File: src/rtl/tmr_reint_sched_if.sv
`default_nettype none
// +----------------------------------------------------------------------+
// | tmr_reint_sched_if : control-unit / BIST side signals of the TMR      |
// | re-integration scheduler.                       rev 1.0               |
// +----------------------------------------------------------------------+
interface tmr_reint_sched_if;
    logic       active;
    logic [2:0] dis_mask;
    logic       test_ack;
    logic       test_done;
    logic       test_pass;
    logic       test_req;
    logic [2:0] test_sel;
    logic       test_abort;
    logic [2:0] reint;
    logic [2:0] retired;
    logic       busy;

    modport master (
        input  active, dis_mask, test_ack, test_done, test_pass,
        output test_req, test_sel, test_abort, reint, retired, busy
    );

    modport slave (
        output active, dis_mask, test_ack, test_done, test_pass,
        input  test_req, test_sel, test_abort, reint, retired, busy
    );
endinterface
`default_nettype wire

File: src/rtl/tmr_reint_sched.sv
`default_nettype none
// +----------------------------------------------------------------------+
// | tmr_reint_sched : round-robin BIST scheduler that re-integrates or    |
// | retires disabled TMR modules.                   rev 1.0               |
// +----------------------------------------------------------------------+
module tmr_reint_sched #(
    parameter int PASS_NEEDED = 3,
    parameter int MAX_FAILS   = 4,
    parameter int COOLDOWN    = 16,
    parameter int TIMEOUT     = 64
) (
    input wire logic          clk,
    input wire logic          rst,
    tmr_reint_sched_if.master bus
);
    localparam int TMAX = (TIMEOUT > COOLDOWN) ? TIMEOUT : COOLDOWN;
    localparam int TW   = $clog2(TMAX + 1);
    localparam logic [TW-1:0] RUN_LAST  = TW'(TIMEOUT - 1);
    localparam logic [TW-1:0] COOL_LAST = TW'(COOLDOWN - 1);
    localparam logic [3:0]    PASS_LAST = 4'(PASS_NEEDED - 1);
    localparam logic [3:0]    FAIL_LAST = 4'(MAX_FAILS - 1);

    typedef enum logic [2:0] {
        IDLE = 3'd0,
        REQ  = 3'd1,
        RUN  = 3'd2,
        EVAL = 3'd3,
        COOL = 3'd4
    } state_t;

    state_t          state, state_nx;
    logic [1:0]      cur, rr_ptr, pick;
    logic            pick_ok;
    logic [TW-1:0]   timer;
    logic            res;
    logic [3:0]      pass_cnt [0:2];
    logic [3:0]      fail_cnt [0:2];
    logic [2:0]      retired_q;
    logic [2:0]      cand, cur_oh;
    logic            abort;
    logic            test_req, test_abort;
    logic [2:0]      test_sel, reint;

    assign cand   = bus.dis_mask & ~retired_q;
    assign cur_oh = 3'b001 << cur;
    assign abort  = ((state == REQ) || (state == RUN)) &&
                    (bus.active || !bus.dis_mask[cur]);

    // Scan from rr_ptr downwards in offset so the nearest candidate wins last.
    always_comb begin
        logic [2:0] sum;
        sum     = '0;
        pick    = rr_ptr;
        pick_ok = 1'b0;
        for (int k = 2; k >= 0; k--) begin
            sum = {1'b0, rr_ptr} + 3'(k);
            if (sum >= 3'd3) sum = sum - 3'd3;
            if (cand[sum[1:0]]) begin
                pick    = sum[1:0];
                pick_ok = 1'b1;
            end
        end
    end

    always_ff @(posedge clk or posedge rst) begin
        if (rst) state <= IDLE;
        else     state <= state_nx;
    end

    always_comb begin
        state_nx   = state;
        test_req   = 1'b0;
        test_sel   = 3'b000;
        test_abort = 1'b0;
        reint      = 3'b000;
        case (state)
            IDLE: if (!bus.active && pick_ok) state_nx = REQ;
            REQ: begin
                if (abort) begin
                    test_abort = 1'b1;
                    state_nx   = IDLE;
                end else begin
                    test_req = 1'b1;
                    test_sel = cur_oh;
                    if (bus.test_ack) state_nx = RUN;
                end
            end
            RUN: begin
                if (abort) begin
                    test_abort = 1'b1;
                    state_nx   = IDLE;
                end else begin
                    test_sel = cur_oh;
                    if (bus.test_done || (timer == RUN_LAST)) state_nx = EVAL;
                end
            end
            EVAL: begin
                state_nx = COOL;
                if (res && (pass_cnt[cur] == PASS_LAST) && bus.dis_mask[cur])
                    reint = cur_oh;
            end
            COOL: if (timer == COOL_LAST) state_nx = IDLE;
            default: state_nx = IDLE;
        endcase
    end

    always_ff @(posedge clk or posedge rst) begin
        if (rst) begin
            cur       <= 2'd0;
            rr_ptr    <= 2'd0;
            timer     <= '0;
            res       <= 1'b0;
            retired_q <= 3'b000;
            for (int i = 0; i < 3; i++) begin
                pass_cnt[i] <= 4'd0;
                fail_cnt[i] <= 4'd0;
            end
        end else begin
            case (state)
                IDLE: if (state_nx == REQ) cur <= pick;
                REQ:  timer <= '0;
                RUN: begin
                    timer <= timer + 1'b1;
                    res   <= bus.test_done & bus.test_pass;
                end
                EVAL: begin
                    timer  <= '0;
                    rr_ptr <= (cur == 2'd2) ? 2'd0 : cur + 2'd1;
                    if (res) begin
                        fail_cnt[cur] <= 4'd0;
                        if (pass_cnt[cur] == PASS_LAST) pass_cnt[cur] <= 4'd0;
                        else                            pass_cnt[cur] <= pass_cnt[cur] + 4'd1;
                    end else begin
                        pass_cnt[cur] <= 4'd0;
                        if (fail_cnt[cur] == FAIL_LAST) begin
                            fail_cnt[cur]  <= 4'd0;
                            retired_q[cur] <= 1'b1;
                        end else begin
                            fail_cnt[cur] <= fail_cnt[cur] + 4'd1;
                        end
                    end
                end
                COOL: timer <= timer + 1'b1;
                default: timer <= '0;
            endcase
        end
    end

    assign bus.test_req   = test_req;
    assign bus.test_sel   = test_sel;
    assign bus.test_abort = test_abort;
    assign bus.reint      = reint;
    assign bus.retired    = retired_q;
    assign bus.busy       = (state != IDLE);
endmodule
`default_nettype wire

File: src/flat_wrapper.sv
// flat-port wrapper written by rule: the top's interface ports become plain ports
module tmr_reint_sched_flat 
#(
    parameter int PASS_NEEDED = 3,
    parameter int MAX_FAILS   = 4,
    parameter int COOLDOWN    = 16,
    parameter int TIMEOUT     = 64
)
  (clk, rst, bus_active, bus_dis_mask, bus_test_ack, bus_test_done, bus_test_pass, bus_test_req, bus_test_sel, bus_test_abort, bus_reint, bus_retired, bus_busy);
  tmr_reint_sched_if bus_i ();
  input wire logic clk;
  input wire logic rst;
  input wire logic [$bits(bus_i.active)-1:0] bus_active;
  input wire logic [$bits(bus_i.dis_mask)-1:0] bus_dis_mask;
  input wire logic [$bits(bus_i.test_ack)-1:0] bus_test_ack;
  input wire logic [$bits(bus_i.test_done)-1:0] bus_test_done;
  input wire logic [$bits(bus_i.test_pass)-1:0] bus_test_pass;
  output wire logic [$bits(bus_i.test_req)-1:0] bus_test_req;
  output wire logic [$bits(bus_i.test_sel)-1:0] bus_test_sel;
  output wire logic [$bits(bus_i.test_abort)-1:0] bus_test_abort;
  output wire logic [$bits(bus_i.reint)-1:0] bus_reint;
  output wire logic [$bits(bus_i.retired)-1:0] bus_retired;
  output wire logic [$bits(bus_i.busy)-1:0] bus_busy;
  assign bus_i.active = bus_active;
  assign bus_i.dis_mask = bus_dis_mask;
  assign bus_i.test_ack = bus_test_ack;
  assign bus_i.test_done = bus_test_done;
  assign bus_i.test_pass = bus_test_pass;
  assign bus_test_req = bus_i.test_req;
  assign bus_test_sel = bus_i.test_sel;
  assign bus_test_abort = bus_i.test_abort;
  assign bus_reint = bus_i.reint;
  assign bus_retired = bus_i.retired;
  assign bus_busy = bus_i.busy;
  tmr_reint_sched #(.PASS_NEEDED(PASS_NEEDED), .MAX_FAILS(MAX_FAILS), .COOLDOWN(COOLDOWN), .TIMEOUT(TIMEOUT)) u_core (.clk(clk), .rst(rst), .bus(bus_i));
endmodule
File: config.mk
export PLATFORM = sky130hd
export DESIGN_NAME = tmr_reint_sched_flat
export DESIGN_NICKNAME = d
export VERILOG_FILES = /design/src/rtl/tmr_reint_sched_if.sv /design/src/rtl/tmr_reint_sched.sv /design/src/flat_wrapper.sv
export SDC_FILE = /design/constraint.sdc
export NUM_CORES = 1
export LEC_CHECK = 0
export ABC_AREA = 1
export CORE_MARGIN = 3
export CORE_UTILIZATION = 40
export DETAILED_ROUTE_END_ITERATION = 16
export SETUP_SLACK_MARGIN = 0.02
export SLEW_MARGIN = 10
export SYNTH_ARGS = -nofsm -noshare
export SYNTH_HDL_FRONTEND = slang
export SYNTH_SLANG_ARGS = --single-unit
File: constraint.sdc
create_clock -name clk -period 2.1 [get_ports clk]
set_input_delay 0.42 -clock clk [delete_from_list [all_inputs] [get_ports clk]]
set_output_delay 0.42 -clock clk [all_outputs]
set_load 0.02 [all_outputs]
; Yosys cells after proc, flatten, opt, wreduce, memory -nomap -nowiden
; Cells that the tools add are included.
[word_totals]
wordCells = 118
reg_bits = 42
out_inout_bits = 12
[classes]
add_sub_neg = 9
n_eq_ne = 10
n_mux = 50
n_lt_le_gt_ge = 10
bitwise = 9
shifts = 1
n_reduce_logical = 17
[ops]
columns = operator, count
row1 = two-way mux 12 bit, 4
row2 = two-way mux 3 bit, 10
row3 = bitwise AND 12 bit, 2
row4 = bitwise mux 12 bit, 2
row5 = two-way mux 4 bit, 5
row6 = binary-select mux 4 bit (select 2 bit), 2
row7 = case mux 3 bit (5 select lines), 1
row8 = two-way mux 2 bit, 7
row9 = case mux 7 bit (2 select lines), 1
row10 = "less-than comparator 2 x 3 -> 1 bit, second input constant", 4
row11 = two-way mux 1 bit, 12
row12 = inverter 12 bit, 1
row13 = "adder 4 x 1 -> 4 bit, second input constant", 2
row14 = binary-select mux 1 bit (select 2 bit), 4
row15 = demux 4 bit (select 2 bit), 1
row16 = "equality test 4 x 2 -> 1 bit, second input constant", 2
row17 = "adder 7 x 1 -> 7 bit, second input constant", 1
row18 = "equality test 7 x 4 -> 1 bit, second input constant", 1
row19 = "equality test 7 x 6 -> 1 bit, second input constant", 1
row20 = "equality test 3 x 1 -> 1 bit, second input constant", 2
row21 = "equality test 3 x 2 -> 1 bit, second input constant", 2
row22 = "greater-or-equal comparator 3 x 2 -> 1 bit, second input constant", 2
row23 = logical AND 1 bit, 6
row24 = "subtractor 2 bit, second input constant", 3
row25 = 24 further kinds, 28

; Longest topological paths before layout
; Gate-level depths: netlist of run 1.
[depth]
depth_word = 13
mapped_depth = 13
mapped_depth_nobuf = 13

; Worst setup path after synthesis of run 1
; No wires, ideal clock.
[synth_timing]
kind = reg2out
from = register u_core.cur[1]
to = output port bus_reint[0]
arrival_time_ns = 1.719
required_time_ns = 1.680
stages_incl_launch_ff = 11
n_path_buf = 0
path_slack_ns = -0.039
cell_sequence = dfrtp_1 > nor2_2 > nand2_1 > nand3_1 > ha_1 > inv_1 > nor2_1 > nand2_2 > inv_2 > nand3_1 > nor2_1
[synth_between]
elab_chain_len = 9
elab_cells_between_ends = 12
classes_between = 1 x eq/ne / 1 x shift / 7 x mux / 1 x bitwise / 2 x reduce/logical
[synth_rtl]
columns = item, line_no
row1 = from (decl), tmr_reint_sched.sv:32  ; logic [1:0] cur, rr_ptr, pick;
row2 = from (signal assigned), tmr_reint_sched.sv:120  ; IDLE: if (state_nx == REQ) cur <= pick;
row3 = inverter 2 -> 3 bit (not written as such), tmr_reint_sched.sv:99  ; if (res && (pass_cnt[cur] == PASS_LAST) && bus.dis_mask[cur])
row4 = binary-select mux 4 bit (select 2 bit), tmr_reint_sched.sv:99
row5 = two-way mux 4 bit (not written as such) (2 in series), tmr_reint_sched.sv:99
row6 = equality test 4 x 2 -> 1 bit, tmr_reint_sched.sv:99
row7 = logical AND 1 bit (2 in series), tmr_reint_sched.sv:99
row8 = two-way mux 3 bit (*), tmr_reint_sched.sv:99
row9 = two-way mux 3 bit (*), tmr_reint_sched.sv:76  ; case (state)
row10 = to (decl), flat_wrapper.sv:21  ; output wire logic [$bits(bus_i.reint)-1:0] bus_reint;
; Mark *: on every way between the ends. The rest lies on a longest branch, timed or not. The select of a mux whose other input is x is not followed.

; Worst setup path in the final report of run 1
[layout_timing]
from = register u_core.cur[0]
to = output port bus_reint[2]
; Same word-level chain as after synthesis.

==> results.py, run 1 <==
metrics = {
    "critical_path": {
        "end_kind": "output port",
        "cpMaxStageDelayCell": "dfrtp_2",
        "worstPathRequired_ns": 1.68,
        "critPathLaunchType": "flip-flop",
        "crit_chain": "inv_2 > nor2_4 > nand2_2 > nand3_4 > ha_4 > inv_2 > nor2_2 > nand2_2 > inv_2 > nand3_2 > nor2_1 > buf_4",
        "crit_path_max_incr_delay_ns": 0.44,
        "path_class": "flip-flop to output port",
        "arrival_ns": 1.93,
        "critPathTopFamily": "simple AND/OR/NAND/NOR gates",
        "path_buf_inv": 4,
        "crit_path_frequent_cell": "inv_2",
        "cp_max_fo": 4,
    },
    "finish": {
        "n_antenna_cell": 0,
        "nFillCells": 501,
        "area_growth_pct": 39.38,
        "multi_input_area_um2": 1333,
        "seqCellArea_um2": 1054,
        "drive_gt1_share_pct": 28.93,
        "nNetsFinal": 418,
        "fin_cells": 473,
    },
    "routing": {
        "ant_nets": 0,
        "post_drt_via_cell_ratio": 4.926,
        "totalWireLength_um": 6193,
        "vias": 2330,
        "wl_per_cell_um": 13.09,
        "firstDrtPassIters": 4,
        "drc": 0,
        "drt_iter0_markers": 108,
    },
    "synth": {
        "synth_fp_nets": 343,
        "syn_inst": 326,
        "ys_ff_latch": 42,
        "avgSynthCellArea_um2": 7.319,
        "ys_types": 25,
        "syn_area_um2": 2386,
        "yosysWarnings": 0,
        "yosysSeqAreaShare_pct": 44.05,
    },
    "place": {
        "dp_hpwl_um": 4367,
        "portBuffers": 20,
        "dp.cells": 451,
        "place.gp.congestion": 0.8339,
    },
    "timing": {
        "rsz0062_at_grt": "yes",
        "tightest_slew_ns": 0.5261,
        "worst_slack_ns": -0.2531,
        "maxSlewHeadroom_pct": 64.93,
        "finalSetupViolations": 7,
        "period_share_pct": 112.1,
        "skew_ns": 0.009846,
        "max_freq_ghz": 0.4250,
        "hold_violations": 0,
        "finalSetupTns_ns": -0.9731,
        "finalCriticalPeriod_ns": 2.353,
        "slew_violations": 0,
    },
    "floorplan": {
        "io_pins": 21,
        "dieArea_um2": 6928,
        "start_util_pct": 42.29,
        "num_rows": 27,
        "die_h_um": 83.24,
        "design.core.area_um2": 5642,
        "die_x_um": 83.24,
    },
    "power": {
        "combPwrFrac_pct": 57.3,
        "power_frac_seq_pct": 27.7,
        "p_switching_uw": 1830,
        "p_clk_share_pct": 15.1,
        "swShare_pct": 42.15,
        "p_int_uw": 2511,
        "power.total_uw": 4341,
        "leakage_uw": 0.001694,
        "ir_drop_uv": 557.5,
        "power_density_nw_per_um2": 1305,
    },
    "outcome": {
        "violations": "negative setup slack",
        "status": "complete, but fails checks",
    },
    "clock_tree": {
        "cts_buffers": 5,
        "cts_buffer_depth": 2,
        "htreeDepth": 2,
        "tritoncts": "built",
        "clock_sinks": 42,
        "clock_latency_ns": 0.30,
        "hold_buffers": 0,
        "clk_pin_slew_ns": 0.08,
        "root_buffer": "clkbuf_8",
    },
    "hold_path": {
        "hp-class": "flip-flop to flip-flop",
    },
    "global_routing": {
        "grt_max_degree": 43,
        "grt_use_total_pct": 18.18,
        "grt_remaining_overflow": 0,
        "first_global_vias": 2222,
        "grt_pass1_wl_um": 10190,
        "antenna_found_initial": 0,
    },
    "job": {
        "cap_viol_max_count": 0,
    },
}
[registers in the layout (all words and copies together) (netlist names)]
name                cells
u_core.cur              2
u_core.state            3
u_core.timer            7
u_core.pass_cnt        12
u_core.rr_ptr           2
u_core.fail_cnt        12
u_core.res              1
u_core.bus.retired      3
[worst paths after layout]
check | startpoint | endpoint | slack (ns) | cells past startpoint
setup / recovery | u_core.cur[0]$_DFFE_PP0P_ | bus_reint[2] | -0.25 | 12
hold / removal | u_core.fail_cnt[11]$_DFFE_PP0P_ | u_core.fail_cnt[11]$_DFFE_PP0P_ | 0.49 | 2
setup reg to reg | u_core.cur[0]$_DFFE_PP0P_ | u_core.pass_cnt[0]$_DFFE_PP0P_ | 0.02 | 16
hold reg to reg | u_core.fail_cnt[11]$_DFFE_PP0P_ | u_core.fail_cnt[11]$_DFFE_PP0P_ | 0.49 | 2
max in group asynchronous | rst | u_core.cur[0]$_DFFE_PP0P_ | 1.15 | 3
min in group asynchronous | rst | u_core.fail_cnt[4]$_DFFE_PP0P_ | 0.56 | 3
[stage by stage]
step	util (%)	setup slack [ns]	hold slack, ns	area, µm²
after floorplan	-	-0.03938	0.4494	2386
after global placement	51.96	-0.5765	0.4647	2932
after detailed placement	51.96	-0.6164	0.4657	2932
after CTS	56.78	-0.2076	0.4872	3203
after global routing	58.95	-0.3422	0.5023	3326
final	58.95	-0.2531	0.4874	3326
[power by group through the flow]
stage               combinational, µW  clock [µW]  sequential (µW)
floorplan                        1180           0             1160
global placement                 1930           0             1180
detailed placement               1940           0             1190
CTS                              2240         668             1190
global route                     2770         703             1230
finish                           2490         653             1200
[cells by family after synthesis]
kind of cell,synth area share (%)
flip-flops,44.05
adder cells (fa/ha/maj),4.195
AO/OA/AOI/OAI,9.334
XOR/XNOR,0.7343
buffers and inverters,7.236
AND/OR/NAND/NOR,34.45
[per-layer routing]
metal  part of all wire, %  global-route usage, %  vias to the layer above  routed length (µm)
met4                   2.1                  6.984                        0                 127
met2                    50                  29.88                       42                3067
met5                     0                      0                        -                   0
met3                   4.8                  4.266                       10                 299
li1                      -                      -                     1204                   -
met1                    44                  23.13                     1074                2699
[synth_stat cells]
library cell  instances  share of area, %
nand3_2               2              0.84
nand2_2               2              0.52
nor3_1                8               1.7
nor2_1               39               6.1
and3_1                2              0.52
a21boi_0              1              0.31
nand3_1              37               7.8
nor3_4                1              0.68
o211ai_1              1              0.31
dfrtp_1              42                44
o21ai_0              11               2.3
nand2_1              85                13
a21oi_1              26               5.5
nor2_2                6               1.6
ha_1                  8               4.2
o22ai_1               1              0.26
buf_2                 3              0.63
nand4_1               2              0.52
inv_1                39               6.1
xor2_1                2              0.73
nand3b_1              1              0.31
inv_2                 3              0.47
a211oi_1              1              0.31
nor4_1                2              0.52
o221ai_1              1              0.37
[worst min-delay path, delay by kind of cell, from the launching register on]
family	cells	cell delay (ns)
simple gates	2	0.10
flops	1	0.35
[placed cells by master (no fill, tap or decap), types with 6 or more instances in the layout]
cell,synthesis,layout
inv_2,3,7
o21ai_0,11,7
buf_4,0,53
nand3_2,2,7
nand3_1,37,31
dfrtp_1,42,40
clkbuf_8,0,6
ha_1,8,6
a21oi_1,26,22
clkdlybuf4s50_1,0,12
inv_1,39,35
nand2_2,2,10
nor2_1,39,36
nand2_1,85,74
[layout make-up]
class / instances / share of cell area, %
Clock buffer: 6 / 2.483
Clock inverter: 1 / 0.9029
Inverter: 42 / 4.740
Multi-Input combinational cell: 239 / 40.07
Sequential cell: 42 / 31.68
Tap cell: 72 / 2.709
Timing Repair Buffer: 71 / 17.42
[timing repair]
action                     4_1_cts  5_1_grt
pin swaps                       13        9
buffers inserted                10        5
setup endpoints to repair        8       32
gates cloned                     0        0
resized for setup               69       28
(Power assumes the default switching activity.)
==> run 2, diff against run 1 <==
--- a/config.mk
+++ b/config.mk
@@ -10,7 +10,7 @@
 export CORE_UTILIZATION = 40
 export DETAILED_ROUTE_END_ITERATION = 16
 export SETUP_SLACK_MARGIN = 0.02
-export SLEW_MARGIN = 10
+export SLEW_MARGIN = 20
 export SYNTH_ARGS = -nofsm -noshare
 export SYNTH_HDL_FRONTEND = slang
 export SYNTH_SLANG_ARGS = --single-unit
==> results of run 2 <==
No change in the layout: final DEF, timing and power equal those of run 1.
